===== config.mk =====
export PLATFORM = sky130hd
export DESIGN_NAME = store_checkout_ctrl_flat
export DESIGN_NICKNAME = d
export VERILOG_FILES = /design/src/rtl/store_checkout_ctrl_pkg.sv /design/src/rtl/store_checkout_ctrl_if.sv /design/src/rtl/store_checkout_ctrl_bcd_add4.sv /design/src/rtl/store_checkout_ctrl.sv /design/src/flat_wrapper.sv
export SDC_FILE = /design/constraint.sdc
export NUM_CORES = 1
export LEC_CHECK = 0
export ABC_AREA = 0
export CAP_MARGIN = 20
export CELL_PAD_IN_SITES_DETAIL_PLACEMENT = 1
export CELL_PAD_IN_SITES_GLOBAL_PLACEMENT = 1
export CORE_ASPECT_RATIO = 1.1
export CORE_MARGIN = 4
export CORE_UTILIZATION = 38
export CTS_BUF_LIST = sky130_fd_sc_hd__clkbuf_8
export DETAILED_ROUTE_END_ITERATION = 10
export PLACE_DENSITY = 0.78
export SKIP_CTS_REPAIR_TIMING = 1
export SYNTH_ARGS = -nofsm -noshare
export SYNTH_HDL_FRONTEND = slang
export SYNTH_HIERARCHICAL = 1
export SYNTH_SLANG_ARGS = --single-unit
export TNS_END_PERCENT = 1

===== constraint.sdc =====
create_clock -name clk -period 9.8 [get_ports clk]
set_input_delay 2.94 -clock clk [delete_from_list [all_inputs] [get_ports clk]]
set_output_delay 2.94 -clock clk [all_outputs]
set_load 0.02 [all_outputs]

===== src/rtl/store_checkout_ctrl_pkg.sv =====
// store_pkg: shared types and constants for the checkout display controller.
//   state_t      - controller state encoding (IDLE, ADD, SHOW)
//   item_price() - 2-digit BCD price lookup by 3-bit item code
//   BLANK_*      - HEX blank masks for the total and item/price views
//   TOTAL_MAX    - saturation value of the 4-digit BCD total
package store_pkg;

    typedef enum logic [1:0] {
        IDLE = 2'd0,
        ADD  = 2'd1,
        SHOW = 2'd2
    } state_t;

    localparam logic [5:0]  BLANK_TOTAL = 6'b110000;
    localparam logic [5:0]  BLANK_SHOW  = 6'b011100;
    localparam logic [15:0] TOTAL_MAX   = 16'h9999;

    function automatic logic [7:0] item_price(input logic [2:0] item);
        logic [7:0] p;
        case (item)
            3'd0:    p = 8'h03;
            3'd1:    p = 8'h12;
            3'd2:    p = 8'h25;
            3'd3:    p = 8'h07;
            3'd4:    p = 8'h40;
            3'd5:    p = 8'h99;
            3'd6:    p = 8'h18;
            default: p = 8'h50;
        endcase
        return p;
    endfunction

endpackage


===== src/rtl/store_checkout_ctrl_if.sv =====
// store_checkout_if: button/selection inputs and display outputs of the
// checkout controller.
//   item_sel[2:0], add_btn, clr_btn : synchronised switch/button levels
//   digits[23:0]                    : six BCD codes, [23:20]=HEX5 .. [3:0]=HEX0
//   blank[5:0]                      : bit i blanks HEXi
//   busy, ovf                       : ADD/SHOW in progress, sticky saturation
// master drives the buttons (board/bench side), slave is the controller.
interface store_checkout_if;
    logic [2:0]  item_sel;
    logic        add_btn;
    logic        clr_btn;
    logic [23:0] digits;
    logic [5:0]  blank;
    logic        busy;
    logic        ovf;

    modport master (
        output item_sel, add_btn, clr_btn,
        input  digits, blank, busy, ovf
    );

    modport slave (
        input  item_sel, add_btn, clr_btn,
        output digits, blank, busy, ovf
    );
endinterface


===== src/rtl/store_checkout_ctrl_bcd_add4.sv =====
// bcd_add4: combinational 4-digit BCD + 2-digit BCD adder.
//   i_a[15:0] : 4-digit BCD augend
//   i_b[7:0]  : 2-digit BCD addend
//   o_sum     : 4-digit BCD sum (low four digits)
//   o_cout    : carry out of the thousands digit (true sum > 9999)
module bcd_add4 (
    input  logic [15:0] i_a,
    input  logic [7:0]  i_b,
    output logic [15:0] o_sum,
    output logic        o_cout
);
    logic [15:0] w_b;
    logic [4:0]  w_c;

    assign w_b    = {8'h00, i_b};
    assign w_c[0] = 1'b0;

    // Per-digit binary add; a digit sum above 9 is pushed into the next
    // decade by adding 6, which also produces the decimal carry.
    for (genvar g = 0; g < 4; g++) begin : g_dig
        logic [4:0] w_raw;
        logic       w_adj;
        assign w_raw = {1'b0, i_a[4*g +: 4]} + {1'b0, w_b[4*g +: 4]} + {4'b0000, w_c[g]};
        assign w_adj = (w_raw > 5'd9);
        assign o_sum[4*g +: 4] = w_adj ? (w_raw[3:0] + 4'd6) : w_raw[3:0];
        assign w_c[g+1] = w_adj;
    end

    assign o_cout = w_c[4];
endmodule


===== src/rtl/store_checkout_ctrl.sv =====
// store_checkout_ctrl: checkout sequencer for the six-digit HEX display.
//   clk, rst_n : system clock, synchronous active-low reset
//   bus        : store_checkout_if.slave (buttons in, BCD digits/blank/busy/ovf out)
// An add press runs one ADD cycle that updates the saturating BCD total,
// then SHOW holds the item/price view for HOLD_CYCLES cycles. IDLE shows
// the total. Display outputs decode registered state only.
module store_checkout_ctrl
    import store_pkg::*;
#(
    parameter int HOLD_CYCLES = 50_000_000
) (
    input  logic             clk,
    input  logic             rst_n,
    store_checkout_if.slave  bus
);
    localparam int CNT_W = $clog2(HOLD_CYCLES + 1);

    state_t           r_state;
    logic [15:0]      r_total;
    logic             r_ovf;
    logic [2:0]       r_item;
    logic [CNT_W-1:0] r_hold_cnt;
    logic             r_add_q;
    logic             r_clr_q;

    logic             w_add_rise;
    logic             w_clr_rise;
    logic [15:0]      w_sum;
    logic             w_cout;

    assign w_add_rise = bus.add_btn & ~r_add_q;
    assign w_clr_rise = bus.clr_btn & ~r_clr_q;

    bcd_add4 u_add (
        .i_a    (r_total),
        .i_b    (item_price(r_item)),
        .o_sum  (w_sum),
        .o_cout (w_cout)
    );

    always_ff @(posedge clk) begin
        if (!rst_n) begin
            r_state    <= IDLE;
            r_total    <= 16'h0000;
            r_ovf      <= 1'b0;
            r_item     <= 3'd0;
            r_hold_cnt <= '0;
            // Treat buttons as already pressed so a level held across
            // reset release is not seen as a new press.
            r_add_q    <= 1'b1;
            r_clr_q    <= 1'b1;
        end else begin
            // Edge history tracks every cycle, so presses during ADD/SHOW
            // are consumed and never replay later.
            r_add_q <= bus.add_btn;
            r_clr_q <= bus.clr_btn;
            case (r_state)
                IDLE: begin
                    if (w_clr_rise) begin
                        r_total <= 16'h0000;
                        r_ovf   <= 1'b0;
                    end else if (w_add_rise) begin
                        r_item  <= bus.item_sel;
                        r_state <= ADD;
                    end
                end
                ADD: begin
                    if (w_cout) begin
                        r_total <= TOTAL_MAX;
                        r_ovf   <= 1'b1;
                    end else begin
                        r_total <= w_sum;
                    end
                    r_hold_cnt <= CNT_W'(HOLD_CYCLES - 1);
                    r_state    <= SHOW;
                end
                SHOW: begin
                    if (r_hold_cnt == '0) begin
                        r_state <= IDLE;
                    end else begin
                        r_hold_cnt <= r_hold_cnt - CNT_W'(1);
                    end
                end
                default: r_state <= IDLE;
            endcase
        end
    end

    always_comb begin
        bus.digits = {8'h00, r_total};
        bus.blank  = BLANK_TOTAL;
        if (r_state == SHOW) begin
            bus.digits = {1'b0, r_item, 12'h000, item_price(r_item)};
            bus.blank  = BLANK_SHOW;
        end
    end

    assign bus.busy = (r_state != IDLE);
    assign bus.ovf  = r_ovf;
endmodule


===== src/flat_wrapper.sv =====
// flat-port wrapper written by rule: the top's interface ports become plain ports
module store_checkout_ctrl_flat import store_pkg::*;
#(
    parameter int HOLD_CYCLES = 50_000_000
)
  (clk, rst_n, bus_item_sel, bus_add_btn, bus_clr_btn, bus_digits, bus_blank, bus_busy, bus_ovf);
  store_checkout_if bus_i ();
  input  logic clk;
  input  logic rst_n;
  input wire logic [$bits(bus_i.item_sel)-1:0] bus_item_sel;
  input wire logic [$bits(bus_i.add_btn)-1:0] bus_add_btn;
  input wire logic [$bits(bus_i.clr_btn)-1:0] bus_clr_btn;
  output wire logic [$bits(bus_i.digits)-1:0] bus_digits;
  output wire logic [$bits(bus_i.blank)-1:0] bus_blank;
  output wire logic [$bits(bus_i.busy)-1:0] bus_busy;
  output wire logic [$bits(bus_i.ovf)-1:0] bus_ovf;
  assign bus_i.item_sel = bus_item_sel;
  assign bus_i.add_btn = bus_add_btn;
  assign bus_i.clr_btn = bus_clr_btn;
  assign bus_digits = bus_i.digits;
  assign bus_blank = bus_i.blank;
  assign bus_busy = bus_i.busy;
  assign bus_ovf = bus_i.ovf;
  store_checkout_ctrl #(.HOLD_CYCLES(HOLD_CYCLES)) u_core (.clk(clk), .rst_n(rst_n), .bus(bus_i));
endmodule

# [Yosys cells after proc, flatten, opt, wreduce, memory -nomap -nowiden]
# Cells that the tools add are included.
[op_classes] addsub=9 order_cmp=4 n_eq_ne=14 muxes=18 bitwise_logic=5 n_reduce_logical=11
[ops] operator="$pmux 8 s7" count=1
[ops] operator="$pmux 26 s2" count=1
[ops] operator="$mux 16" count=2
[ops] operator="$pmux 16 s2" count=1
[ops] operator="$logic_not 26->1" count=1
[ops] operator="$mux 26" count=1
[ops] operator="$sub 26x1->26 const B" count=1
[ops] operator="$mux 23" count=1
[ops] operator="$gt 5x4->1 const B" count=4
[ops] operator="$add 4x3->4 const B" count=3
[ops] operator="$mux 4" count=3
[ops] operator="$add 4x1->5" count=2
[ops] operator="$add 4x4->5" count=2
[ops] operator="$eq 3x3->1 const B" count=3
[ops] operator="$reduce_and 3->1" count=3
[ops] operator="$eq 3x2->1 const B" count=2
[ops] operator="$mux 2" count=3
[ops] operator="$mux 6" count=1
[ops] operator="$ne 2x1->1 const B" count=3
[ops] operator="$ne 2x2->1 const B" count=3
[ops] operator="$pmux 2 s3" count=1
[ops] operator="$reduce_bool 2->1" count=3
[ops] operator="$add 5x1->5" count=1
[ops] operator="$reduce_and 2->1" count=2
[ops] operator="other kinds (9)" count=13
[totals] regBits=50 out_inout_bits=32

# [Longest topological paths before layout]
# Gate-level depths: netlist of run 1.
[depth] depth_word=12 mapped_depth=38 mapped_depth_nobuf=37

# [Cells and area by module]
# Netlist of run 1, hierarchy kept.
[by_module_without_submodules] mod="store_checkout_ctrl" instances=1 cells_each=298 area_each_um2=2562.5
[by_module_without_submodules] mod="bcd_add4" instances=1 cells_each=110 area_each_um2=853.3

# [Worst setup path after synthesis of run 1]
# No wires, ideal clock.
[synth_path] path_kind="register to register" startpoint="reg u_core.r_item[0]" endpoint="reg u_core.r_total[10]" setup_time_ps=65 t_arrival_ps=7383 setup_slack_ps=2351 path_stages_with_launch=39 n_path_buf=1 period_less_slack_ps=7449 path_cell_list="dfxtp_1 > nor2b_1 > xnor2_1 > ha_1 > inv_1 > fa_1 > xor2_1 > ha_1 > nand2_1 > a32o_1 > o311ai_4 > inv_1 > fa_1 > inv_1 > fa_1 > inv_1 > ha_1 > nand2b_1 > (+3 left out) > ha_1 > ha_1 > xnor2_1 > ha_1 > a21boi_0 > a31o_2 > o21ai_2 > ha_1 > ha_1 > xnor2_1 > ha_1 > nor2b_1 > and2_1 > o2bb2ai_1 > clkbuf_1 > nor2_1 > a22oi_1 > nor2_1"
[synth_between] elab_chain_len=12 elab_cells_between_ends=21
[synth_lines] item="from (decl)" line="store_checkout_ctrl.sv:21" rtl="logic [2:0] r_item;"
[synth_lines] item="from (signal assigned)" line="store_checkout_ctrl.sv:63" rtl="r_item <= bus.item_sel;"
[synth_lines] item="$eq 3x3->1 (tied with other cells)" line="store_checkout_ctrl_pkg.sv:20" rtl="case (item)"
[synth_lines] item="$pmux 8 s7 (*)" line="store_checkout_ctrl_pkg.sv:20"
[synth_lines] item="$add 4x4->5" line="store_checkout_ctrl_bcd_add4.sv:23" rtl="assign w_raw = {1'b0, i_a[4*g +: 4]} + {1'b0, w_b[4*g +: 4]} + {4'b0000, w_c[g]};"
[synth_lines] item="$gt 5x4->1" line="store_checkout_ctrl_bcd_add4.sv:24" rtl="assign w_adj = (w_raw > 5'd9);"
[synth_lines] item="$add 5x1->5 (*)" line="store_checkout_ctrl_bcd_add4.sv:23"
[synth_lines] item="$gt 5x4->1 (*)" line="store_checkout_ctrl_bcd_add4.sv:24"
[synth_lines] item="$add 4x1->5 (*)" line="store_checkout_ctrl_bcd_add4.sv:23"
[synth_lines] item="$gt 5x4->1 (*)" line="store_checkout_ctrl_bcd_add4.sv:24"
[synth_lines] item="$add 4x1->5 (*)" line="store_checkout_ctrl_bcd_add4.sv:23"
[synth_lines] item="$gt 5x4->1 (*)" line="store_checkout_ctrl_bcd_add4.sv:24"
[synth_lines] item="named net u_core.w_cout" line="store_checkout_ctrl.sv:29" rtl="logic w_cout;"
[synth_lines] item="$mux 16 (*)" line="store_checkout_ctrl.sv:68" rtl="if (w_cout) begin"
[synth_lines] item="$pmux 16 s2 (*)" line="store_checkout_ctrl.sv:57" rtl="case (r_state)"
[synth_lines] item="to (signal assigned)" line="store_checkout_ctrl.sv:72" rtl="r_total <= w_sum;"
[synth_lines] item="to (decl)" line="store_checkout_ctrl.sv:19" rtl="logic [15:0] r_total;"
# The timed path passes the listed nets; every way through them passes the cells marked *.
# A chain may end at the register's enable or synchronous reset.

# [Worst setup path in the final report of run 1]
[layout_path] startpoint="reg u_core.r_item[0]" endpoint="reg u_core.r_total[5]"
# The elaborated chain is that of the path after synthesis.

==> results of run 1 <==
## metrics by stage
stage	total power [W]	hold WS, ns	setup WS (ns)	cells	utilization
final	0.000441	0.477	1.12	541	0.433
after global routing	0.000466	0.522	0.296	541	0.433
after global placement	0.000320	0.465	1.79	533	0.423
after detailed placement	0.000325	0.467	1.18	533	0.423
after floorplan	0.000299	0.442	2.35	414	-
after CTS	0.000448	0.480	1.13	540	0.432
## flip-flops by register name, indices dropped and copies added (netlist names)
name,count
u_core/r_state,2
u_core/bus.ovf,1
u_core/r_clr_q,1
u_core/r_hold_cnt,26
u_core/r_total,16
u_core/r_item,3
u_core/r_add_q,1
## power breakdown
part / leakage (nW) / switching, W / total [W] / internal [W]
Clock: 0.0444 / 0.0000715 / 0.000121 / 0.0000495
Sequential: 0.405 / 0.00000833 / 0.000218 / 0.000210
Combinational: 1.03 / 0.0000634 / 0.000102 / 0.0000386
Total: 1.48 / 0.000143 / 0.000441 / 0.000298
## worst min-delay path by stage
stage / from / end / slack [ns] / depth (start not counted)
after floorplan: u_core/r_total[4] / u_core/r_total[4] / 0.44 / 2
after global placement: u_core/r_total[4] / u_core/r_total[4] / 0.47 / 2
after detailed placement: u_core/r_total[4] / u_core/r_total[4] / 0.47 / 2
after CTS: u_core/r_total[4] / u_core/r_total[4] / 0.48 / 2
after global routing: u_core/r_total[4] / u_core/r_total[4] / 0.52 / 2
final: u_core/r_total[4] / u_core/r_total[4] / 0.48 / 2
## critical path: cells and delay by family (launching register included)
family | cells | cell delay, ns
buf+inv | 5 | 0.41
simple gates | 6 | 1.51
xor+xnor | 4 | 1.18
fa+ha+maj | 12 | 3.33
flops | 1 | 0.39
compound gates | 9 | 1.77
## synthesized netlist by cell type (6+ instances only)
library cell	count	area share
a31oi_1	18	0.033
and2_1	15	0.027
nand3_1	6	0.0088
nor3_1	7	0.010
or2_2	7	0.013
nand2_1	28	0.031
nor2_1	29	0.032
nand2b_1	7	0.013
o31ai_1	8	0.018
inv_1	22	0.024
buf_4	9	0.020
mux2i_1	7	0.021
or4_1	9	0.020
or3_1	6	0.011
mux2_2	7	0.023
nor2b_1	9	0.016
clkbuf_1	14	0.015
a22oi_1	8	0.018
o21ai_0	18	0.026
ha_1	19	0.070
xnor2_1	7	0.018
dfxtp_1	50	0.29
a21oi_1	24	0.035
## logic make-up (layout without fill, tap and decap cells)
family,after synthesis,count (layout),synth area share
simple gates,149,149,0.257
compound gates,111,111,0.219
other cells,2,8,0.00220
xor+xnor,11,11,0.0282
mux,14,14,0.0436
buf+inv,49,62,0.0703
fa+ha+maj,22,22,0.0872
flops,50,50,0.293
## layout by cell type (no fill, tap or decap), types with 5 or more instances in the layout
master,Yosys,layout
or4_1,9,9
xnor2_1,7,7
nor3_1,7,7
or3_1,6,6
mux2i_1,7,7
and2_1,15,15
mux2_2,7,7
o31ai_1,8,8
clkdlybuf4s50_1,0,30
dfxtp_1,50,50
conb_1,2,8
ha_1,19,19
nand2b_1,7,7
nor2b_1,9,9
inv_1,22,22
clkbuf_8,0,5
nand3_1,6,6
a31oi_1,18,18
or2_2,7,7
nor2_1,29,29
a22oi_1,8,8
nand2_1,28,28
a21oi_1,24,24
o21ai_0,18,18
## layer usage
metal,part of all wire,GRT usage
met1,0.43,0.203
met2,0.53,0.332
met3,0.023,0.0279
met4,0.015,0.0576
met5,0,0
## layout make-up
| cell class | count | area, um2 |
|---|---|---|
| clock inverters | 2 | 13.8 |
| well taps | 114 | 143 |
| clock buffers | 5 | 68.8 |
| repair buffers | 32 | 315 |
| fillers | 1095 | 5000 |
| flip-flops and latches | 50 | 1000 |
| inverters | 23 | 86.3 |
| multi-input cells | 315 | 2200 |
==> results.yml, run 1 <==
synthesis:
  avgSynthCellArea_um2: 8.37
  synth_area_um2: 3420
  synth_edf_count: 0
  yosysSeqAreaShare: 0.293
  ys_types: 59
  ys_async_sr_fraction: 0
  ys_warn_count: 6
  synthFlopType: "dfxtp_1"
  synth-seq-cells: 50
  syn_inst: 408
floorplan:
  fp.dieH_um: 107
  core_um2: 8830
  die_w_um: 98.4
  rows: 36
  initial_core_util: 0.387
  ios: 39
  dieArea_um2: 10600
route:
  drt_pre_antenna_iters: 4
  drt.antenna.violating_nets: 0
  drc: 0
  vias: 3096
  drtIter0Drc: 86
  postRouteWirelength_um: 9120
  vias_per_cell: 5.72
  wire_per_inst_um: 16.9
placed_design:
  io_buffers: 30
  place.gp.congestion: 0.835
  placed_area_um2: 3730
  dpl.hpwl_um: 6750
sta:
  finalSetupTns_ns: 0
  worst_pin_slew_ns: 1.03
  final-setup-viol-count: 0
  fin_skew_ns: 0.0100
  hold_violations: 0
  drv_slew: 0
  relSlewSlack: 0.315
  finalCriticalPeriod_ns: 8.68
  max_freq_mhz: 115
  rsz0062_at_grt: "no"
  post-route-period-util: 0.886
pwr:
  p_leak_nw: 1.48
  vdd_drop_max_v: 0.0000700
  power_density_nw_per_um2: 115
clock_tree:
  worstSkewPairLatency_ns: 0.31
  clk_pin_slew_ns: 0.09
  cts_tree: "done"
  cts-htree-levels: 2
  clockBufferDepth: 2
  root_buffer: "clkbuf_8"
  numCtsBuffers: 5
  clkSinkCount: 50
critical_path:
  cpPeakStageDelay_ns: 0.51
  timing.rr.end: "u_core/r_total[5]"
  crit_start: "u_core/r_item[0]"
  start_kind: "flip-flop"
  cp_slowest_cell: "nor2_1"
  criticalPathCategory: "flip-flop to flip-flop"
  critPathMaxFanout: 10
  required_ns: 10.04
  rr_worst_depth: 36
  crit_path_end: "u_core/r_total[5]"
  critical_path.most_common_cell: "ha_1"
  reg2reg_setup_slack_ns: 1.12
  arrival_ns: 8.92
  end_kind: "flip-flop"
  r2r_start: "u_core/r_item[0]"
finish:
  diodes: 0
  final_cell_area_um2: 3820
  fin_nets: 456
  drive_gt1_frac: 0.0867
  syn2layout_area_growth_pct: 12.0
grt:
  grt_pass1_wl_um: 15500
  grt_antenna_before_repair: 0
  grt.total_usage: 0.177
  first_global_vias: 3270
  grt_max_degree: 44
  grt_overflow: 0
job:
  max_cap_viol_count: 0
min_path:
  hold_class: "flip-flop to flip-flop"
status:
  outcome: "complete, no violations"
No activity file was read; power rests on OpenSTA's default activity.
==> run 2, diff against run 1 <==
--- a/config.mk
+++ b/config.mk
@@ -11,10 +11,10 @@
 export CELL_PAD_IN_SITES_GLOBAL_PLACEMENT = 1
 export CORE_ASPECT_RATIO = 1.1
 export CORE_MARGIN = 4
-export CORE_UTILIZATION = 38
+export CORE_UTILIZATION = 44
 export CTS_BUF_LIST = sky130_fd_sc_hd__clkbuf_8
 export DETAILED_ROUTE_END_ITERATION = 10
-export PLACE_DENSITY = 0.78
+export PLACE_DENSITY = 0.88
 export SKIP_CTS_REPAIR_TIMING = 1
 export SYNTH_ARGS = -nofsm -noshare
 export SYNTH_HDL_FRONTEND = slang
==> run 2 against run 1 <==
Die area decreased by 13%. Register-to-register slack got worse by 0.19 ns. Setup slack worse by 0.19 ns. Maximum frequency decreased by 2.2%. Non-clock buffer count did not move. Critical path depth is 1 higher. Combinational power barely moved. Via count increased by 1.8%. Utilization up 7.8 points. Design area grew 0.49%. Global-route usage rose by 2.4 points. Sequential share of layout area shrank 0.13 points. Critical path type unchanged. Critical endpoint is now u_core/r_total[10]. Largest power group unchanged.
==> results.yml, run 2 (synthesized netlist as in run 1, its figures left out) <==
floorplan:
  dieArea_um2: 9240
  initial_core_util: 0.455
  core_um2: 7510
  fp.dieH_um: 100
  die_w_um: 92.0
  ios: 39
  rows: 33
finish:
  syn2layout_area_growth_pct: 12.5
  layout_common_cells: "dfxtp_1, clkdlybuf4s50_1, nor2_1"
  top_register: "u_core/r_hold_cnt"
  final_common_cell: "dfxtp_1"
  final_cell_area_um2: 3840
  layout.cells.non_filler: 533
  top_regs: "u_core/r_hold_cnt (26), u_core/r_total (16), u_core/r_item (3)"
  fin_nets: 456
  diodes: 0
  drive_gt1_frac: 0.0888
  largest_register_ffs: 26
min_path:
  worstHoldStart: "u_core/r_total[3]"
  hold_class: "flip-flop to flip-flop"
clock_tree:
  worstSkewPairLatency_ns: 0.31
  clkSinkCount: 50
  numCtsBuffers: 5
  clockBufferDepth: 2
  clk_pin_slew_ns: 0.10
  cts-htree-levels: 2
  cts_tree: "done"
  root_buffer: "clkbuf_8"
critical_path:
  cp_slowest_cell: "nor2_1"
  criticalPathCategory: "flip-flop to flip-flop"
  arrival_ns: 9.11
  cpPeakStageDelay_ns: 0.53
  required_ns: 10.04
  critPathMaxFanout: 10
  critical_path.most_common_cell: "ha_1"
  end_kind: "flip-flop"
  path_delay_family: "adder cells"
  r2r_start: "u_core/r_item[0]"
  crit_start: "u_core/r_item[0]"
  start_kind: "flip-flop"
  crit_buf_inv: 5
job:
  max_cap_viol_count: 0
pwr:
  vdd_drop_max_v: 0.0000651
  p_leak_nw: 1.49
  power_density_nw_per_um2: 123
  total_power_w: 0.000474
sta:
  worst_pin_slew_ns: 1.01
  drv_slew: 0
  finalSetupTns_ns: 0
  relSlewSlack: 0.330
  fin_ws_ns: 0.924
  rsz0062_at_grt: "no"
  fin_skew_ns: 0.00899
  final-setup-viol-count: 0
  max_freq_mhz: 113
  post-route-period-util: 0.906
  hold_violations: 0
  finalCriticalPeriod_ns: 8.88
route:
  drc: 0
  postRouteWirelength_um: 9160
  drt_pre_antenna_iters: 4
  vias_per_cell: 5.92
  wire_per_inst_um: 17.2
  drt.antenna.violating_nets: 0
  vias: 3153
  drtIter0Drc: 140
placed_design:
  placed_area_um2: 3730
  dp.cells: 525
  pre_cts_ws_ns: 1.17
  io_buffers: 30
  dpl.hpwl_um: 6470
  place.gp.congestion: 0.788
grt:
  grt_antenna_before_repair: 0
  grt_overflow: 0
  first_global_vias: 3188
  grt_pass1_wl_um: 15400
  grt_max_degree: 24
  grt.total_usage: 0.201
status:
  outcome: "complete, no violations"
-- run 2: cell count changes in the layout (fill, tap and decap cells not counted) --
cell / delta
bufinv_16: +1
-- run 2: through the flow --
step / hold WS (ns) / util
2_1_floorplan: 0.442 / -
3_3_place_gp: 0.461 / 0.497
3_5_place_dp: 0.475 / 0.497
4_1_cts: 0.496 / 0.511
5_1_grt: 0.508 / 0.511
6_report: 0.492 / 0.511
-- run 2: worst paths after layout --
path,end,slack (ns),cells after the start
worst min-delay path,u_core/r_total[3],0.49,2
worst min register to register,u_core/r_total[3],0.49,2
worst max register to register,u_core/r_total[10],0.92,37
worst max-delay path,u_core/r_total[10],0.92,37
-- run 2: layout make-up --
cell class / instances / area (um2)
tap: 105 / 131
clock buffer: 5 / 68.8
inverter: 23 / 86.3
sequential: 50 / 1000
clock inverter: 3 / 43.8
multi-input combinational: 315 / 2200
timing repair buffer: 32 / 315
fill: 926 / 3670
-- run 2: where the power goes --
part | total [W] | internal, W | leakage (nW) | switching (W)
Sequential | 0.000219 | 0.000210 | 0.405 | 0.00000856
Combinational | 0.000101 | 0.0000386 | 1.03 | 0.0000628
Clock | 0.000154 | 0.0000767 | 0.0585 | 0.0000773
Total | 0.000474 | 0.000325 | 1.49 | 0.000149
-- run 2: routing by layer --
metal,global-route usage,up-vias,wire length [um]
met5,0,-,0
met4,0.0491,0,111
met3,0.0307,10,253
met2,0.353,46,4540
met1,0.259,1588,4250
li1,-,1509,-
-- run 2: worst min-delay path, stage by stage (launching register included) --
cell and delay (ns):
dfxtp_1 0.34, nand2_1 0.06, a21oi_1 0.06
